**src/rtl/song_sequencer_pkg.sv**
```systemverilog
`timescale 1ns/1ps
`default_nettype none
// +--------------------------------------------------------------------------+
// | song_sequencer_pkg : shared state encoding, ROM field layout, note maps  |
// | rev 1.0                                                                  |
// +--------------------------------------------------------------------------+
package song_sequencer_pkg;

  typedef enum logic [2:0] {
    ST_IDLE  = 3'd0,
    ST_FETCH = 3'd1,
    ST_LOAD  = 3'd2,
    ST_PLAY  = 3'd3,
    ST_GAP   = 3'd4,
    ST_DONE  = 3'd5
  } state_e;

  localparam int END_BIT  = 8;
  localparam int DUR_MSB  = 7;
  localparam int DUR_LSB  = 5;
  localparam int NOTE_MSB = 4;

  localparam logic [4:0] NOTE_REST     = 5'd0;
  localparam int         NOTES_PER_OCT = 7;

  function automatic logic [1:0] note_octave(input logic [4:0] code);
    if (code == NOTE_REST) return 2'd0;
    return 2'((int'(code) - 1) / NOTES_PER_OCT);
  endfunction

  function automatic logic [6:0] note_led(input logic [4:0] code);
    if (code == NOTE_REST) return 7'd0;
    return 7'd1 << ((int'(code) - 1) % NOTES_PER_OCT);
  endfunction

endpackage
`default_nettype wire

```
**src/rtl/song_sequencer.sv**
```systemverilog
`timescale 1ns/1ps
`default_nettype none
// +--------------------------------------------------------------------------+
// | song_sequencer : walks a song table, times notes, drives tone gen + LEDs |
// | rev 1.0                                                                  |
// +--------------------------------------------------------------------------+
module song_sequencer
  import song_sequencer_pkg::*;
#(
  parameter int UNIT_CYCLES = 25_000_000,
  parameter int GAP_CYCLES  = 2_500_000,
  parameter int IDX_W       = 6
) (
  input  logic               clk,
  input  logic               rst,
  input  logic [2:0]         select,
  input  logic               start,
  input  logic               pause,
  input  logic               stop,
  output logic [IDX_W+2:0]   rom_addr,
  input  logic [8:0]         rom_data,
  output logic [4:0]         note_code,
  output logic               note_valid,
  output logic [1:0]         octave,
  output logic [6:0]         led,
  output logic               busy,
  output logic               song_done
);

  localparam int CNT_MAX = (7 * UNIT_CYCLES > GAP_CYCLES) ? 7 * UNIT_CYCLES : GAP_CYCLES;
  localparam int CNT_W   = ($clog2(CNT_MAX) < 1) ? 1 : $clog2(CNT_MAX);
  localparam logic [IDX_W-1:0] IDX_LAST = '1;

  state_e             state_d, state_q;
  logic [2:0]         song_d, song_q;
  logic [IDX_W-1:0]   idx_d, idx_q;
  logic [4:0]         note_d, note_q;
  logic [CNT_W-1:0]   cnt_d, cnt_q;
  logic [2:0]         dur_eff;

  assign dur_eff = (rom_data[DUR_MSB:DUR_LSB] == 3'd0) ? 3'd1 : rom_data[DUR_MSB:DUR_LSB];

  always_comb begin
    state_d = state_q;
    song_d  = song_q;
    idx_d   = idx_q;
    note_d  = note_q;
    cnt_d   = cnt_q;
    if (stop) begin
      state_d = ST_IDLE;
      song_d  = 3'd0;
      idx_d   = '0;
      note_d  = NOTE_REST;
      cnt_d   = '0;
    end else begin
      case (state_q)
        ST_IDLE: begin
          if (start) begin
            song_d  = select;
            idx_d   = '0;
            state_d = ST_FETCH;
          end
        end
        ST_FETCH: state_d = ST_LOAD;
        ST_LOAD: begin
          if (rom_data[END_BIT]) begin
            state_d = ST_DONE;
          end else begin
            note_d  = rom_data[NOTE_MSB:0];
            cnt_d   = CNT_W'(int'(dur_eff) * UNIT_CYCLES - 1);
            state_d = ST_PLAY;
          end
        end
        ST_PLAY: begin
          if (!pause) begin
            if (cnt_q == '0) begin
              cnt_d   = CNT_W'(GAP_CYCLES - 1);
              state_d = ST_GAP;
            end else begin
              cnt_d = cnt_q - CNT_W'(1);
            end
          end
        end
        ST_GAP: begin
          if (!pause) begin
            if (cnt_q != '0) begin
              cnt_d = cnt_q - CNT_W'(1);
            end else if (idx_q == IDX_LAST) begin
              state_d = ST_DONE;
            end else begin
              idx_d   = idx_q + IDX_W'(1);
              state_d = ST_FETCH;
            end
          end
        end
        ST_DONE: state_d = ST_IDLE;
        default: state_d = ST_IDLE;
      endcase
    end
  end

  always_ff @(posedge clk) begin
    if (rst) begin
      state_q <= ST_IDLE;
      song_q  <= 3'd0;
      idx_q   <= '0;
      note_q  <= NOTE_REST;
      cnt_q   <= '0;
    end else begin
      state_q <= state_d;
      song_q  <= song_d;
      idx_q   <= idx_d;
      note_q  <= note_d;
      cnt_q   <= cnt_d;
    end
  end

  // Pause gates the tone combinationally so the silence lines up with the frozen count.
  assign note_valid = (state_q == ST_PLAY) && !pause && (note_q != NOTE_REST);
  assign note_code  = note_valid ? note_q : NOTE_REST;
  assign octave     = note_octave(note_code);
  assign led        = note_led(note_code);
  assign busy       = (state_q != ST_IDLE);
  assign song_done  = (state_q == ST_DONE) && !stop;
  assign rom_addr   = {song_q, idx_q};

endmodule
`default_nettype wire

```
**config.mk**
```make
export PLATFORM = sky130hd
export DESIGN_NAME = song_sequencer
export DESIGN_NICKNAME = d
export VERILOG_FILES = /design/src/rtl/song_sequencer_pkg.sv /design/src/rtl/song_sequencer.sv
export SDC_FILE = /design/constraint.sdc
export NUM_CORES = 1
export LEC_CHECK = 0
export BUFFER_PORTS_ARGS = -buffer_cell sky130_fd_sc_hd__buf_2
export CORE_MARGIN = 3
export CORE_UTILIZATION = 30
export CTS_CLUSTER_SIZE = 12
export DETAILED_ROUTE_END_ITERATION = 16
export PLACE_DENSITY = 0.54
export SYNTH_ARGS = -nofsm -noshare
export SYNTH_HDL_FRONTEND = slang
export SYNTH_SLANG_ARGS = --single-unit
```
**constraint.sdc**
```tcl
create_clock -name clk -period 9.5 [get_ports clk]
set_input_delay 1.425 -clock clk [delete_from_list [all_inputs] [get_ports clk]]
set_output_delay 1.425 -clock clk [all_outputs]
set_load 0.03 [all_outputs]
```
==> results by group <==
Run status
  – Status: finished clean

Timing
  – Unrepaired setup endpoints after global routing: no
  – Skew final: between 5 and 6 ps
  – Setup TNS: 0 ps
  – Slew HR: 0.2122
  – Final Slew Violations: 0
  – Min Tclk post-route: ~8200 ps
  – Setup violators final: 0
  – Count of final hold-check violations: 0
  – Worst slew pin tran: approximately 1200 ps
  – Max Clk Rate: between 100 and 150 MHz
  – Fin crit share: 0.8580

Routing
  – Remaining antenna violation count: 0
  – Vias: ~4.4k
  – Mean routed wirelength per cell: roughly 15 µm
  – Vias per cell: about 5.6
  – Routed WL: 11940 µm
  – First-pass detailed-route iteration total: 5
  – # DRC: 0
  – DRT iter0 DRCs: between 200 and 300

Critical path
  – Startpoint types: primary input
  – Critical Path Sink Type: output port
  – Most used cell, CP: ha_1
  – Kind of critical path: in2out
  – CP max-delay cell: or4b_4
  – Worst Path Arrival: slightly below 7000 ps
  – Critical path's top delay family: simple AND/OR/NAND/NOR gates
  – CP required: between 8000 and 9000 ps
  – Critical R2R Launch: cnt_q[12]
  – Launch point of the worst path: pause
  – Max stage delay on crit path: between 500 and 600 ps
  – Worst-path cell chain: buf_2, and4bb_1, nand2_1, clkinv_1, ha_1, or4b_4, o32ai_4, a211oi_4, o21a_1, ha_1, a221oi_4, xnor2_1, ha_1, nand2_1, nand2_1, xnor2_1, inv_1, ha_1, nor2_1, xnor2_1, nand3b_1, nor4_1, buf_2
  – CP bufs+invs: 4
  – Worst-path fanout max: 12

CTS
  – Setup bufs post-CTS: 0
  – Clock Sinks: between 40 and 50
  – Cts hold-fix bufs: 0
  – CTS root buffer: clkbuf_16
  – Clk slew on worst S/H paths: ~60 ps
  – H-tree depth: 2
  – PostCTS Resize Cnt: 0
  – CTS Buf Count: 5
  – TritonCTS clock tree: done
  – CTS Buffer Depth: 2
  – Worst-Skew Late Latency: between 200 and 300 ps

Final layout
  – Area Growth Syn to Fin: 10.99%
  – Leading cell type in the layout, fill and taps excluded: nand2_1
  – Final #Nets: 644
  – Layout cells sized above 1: 0.1304
  – Most frequent cells in the layout: nand2_1, nor2_1, a21oi_1, dfxtp_1, buf_2
  – Antenna cells: 0
  – Fin util: 0.3480

Pwr
  – Pwr dens: between 100 and 150 mW/mm²
  – Sw Ratio: 0.2875
  – Comb power frac: 0.231
  – Cell Int Power: ~370 µW
  – Final Power: around 520 µW
  – Reg power frac: 0.371
  – Peak supply drop: approximately 0.000064 V
  – Clock share of power: 0.397
  – Leakage dissipation: about 0.0018 µW
  – Net Switching: approximately 150 µW

Synth
  – Post-synthesis sequential area ratio: 0.2128
  – Ys flop type: dfxtp_1
  – Post-Syn Area: roughly 0.0042 mm²
  – Synth cell types: 83
  – Top cell type's share of synthesized area: 0.2128
  – Synth area leaders: dfxtp_1, a21oi_1, ha_1, nand2_1, nor2_1
  – Yosys warnings: 0
  – Avg Cell Area, Syn: 7.213 µm²
  – FFs w/ async S/R, synth: 0
  – Synthesized Nets: roughly 630
  – Number of synthesized register bits: 45
  – Synth Instances: 587
  – Synth area leader: dfxtp_1
  – Post-synth EDFFs: 0

Floorplan
  – Chip height: 124.8 µm
  – Initial Util: 0.3135
  – Die width: around 120 µm
  – CORE AREA: ~0.014 mm²
  – Die area: between 0.015 and 0.02 mm²
  – Rows: 42
  – Io pins: 43

Global route
  – First-pass GRT wire length: 20260 µm
  – Initial antenna violation count: 0
  – Vias in the first global route: approximately 4.1k
  – Overall routing resource usage: 0.1509
  – Grt total ovfl: 0
  – Largest net degree at the start of global routing: just over 40

Placement
  – PortBufs: 42
  – HPWL Detailed: just under 9000 µm
  – GPL Wtd Cong: 0.8335

Min path
  – Min-delay src: cnt_q[15]
  – HP Class: reg2reg

Job
  – Max Cap Viol: 0
## state kept, by name (all words and copies together), names as in the netlist
name and flops:
cnt_q 28, idx_q 6, note_q 5, song_q 3, state_q 3
## power by group through the flow
stage | clock network, µW | registers (µW) | logic, µW
after floorplan | 0 | 196 | 89.3
after global placement | 0 | 196 | 116
after detailed placement | 0 | 196 | 118
after CTS | 209 | 192 | 119
after global routing | 218 | 192 | 134
final | 205 | 192 | 120
## worst paths after layout
check,depth (start not counted),slack (ps),end
setup / recovery,23,1350,led[3]
hold / removal,2,490,cnt_q[15]
setup reg to reg,10,5940,cnt_q[26]
hold reg to reg,2,490,cnt_q[15]
## cell families (layout without fill, tap and decap cells)
group	Yosys count	in the layout	synth area share
xor+xnor	28	28	0.05792
buf+inv	61	80	0.06176
fa+ha+maj	22	22	0.06678
compound gates	170	170	0.2742
simple gates	254	254	0.3091
mux	7	7	0.01743
flops	45	45	0.2128
## through the flow
| stage | hold WS [ps] | instance area [µm²] | worst slack [ps] | std cells |
|---|---|---|---|---|
| detailed placement | 472.3 | 4527 | 1367 | 774 |
| global placement | 465.7 | 4527 | 1641 | 774 |
| global route | 515.1 | 4700 | 768.5 | 782 |
| CTS | 481.6 | 4700 | 1350 | 782 |
| floorplan | 444.4 | 4234 | 1418 | 587 |
| finish | 486.1 | 4700 | 1349 | 782 |
## layer usage
metal | global-route usage | share of wire
met3 | 0.02358 | 0.039
met1 | 0.2187 | 0.51
met2 | 0.2341 | 0.44
met4 | 0.03611 | 0.0092
met5 | 0 | 0
## Yosys cell counts, types with 4 or more instances
library cell  count
buf_2             5
nor4_1           15
a22oi_1           8
or2_2             5
nand2_1          66
a21oi_1          53
clkbuf_1         24
and2_1            5
and3_1            5
mux2i_1           6
ha_1             21
nor3_1           27
nand4_1           5
o22ai_1           4
xnor2_1          17
dfxtp_1          45
nand2b_1          8
xor2_1           11
or3_1             7
o211ai_1          6
o21ai_0          39
o21a_1            6
inv_1            26
nor2_1           64
a211oi_1          6
nand3_1          11
## area by class of cell
class                           count  area [µm²]
Sequential cell                    45       900.9
Timing Repair Buffer               44       225.2
Clock inverter                      1       30.03
Tap cell                          176       220.2
Clock buffer                        7       142.6
Multi-Input combinational cell    481        3075
Inverter                           28       105.1
Fill cell                        1426        8806
## tightest hold or removal path, cell delays in order, from the launching register on
cell and delay, ps:
dfxtp_1 310, o21ai_0 70, a21oi_1 60
No activity file was read; power rests on OpenSTA's default activity.
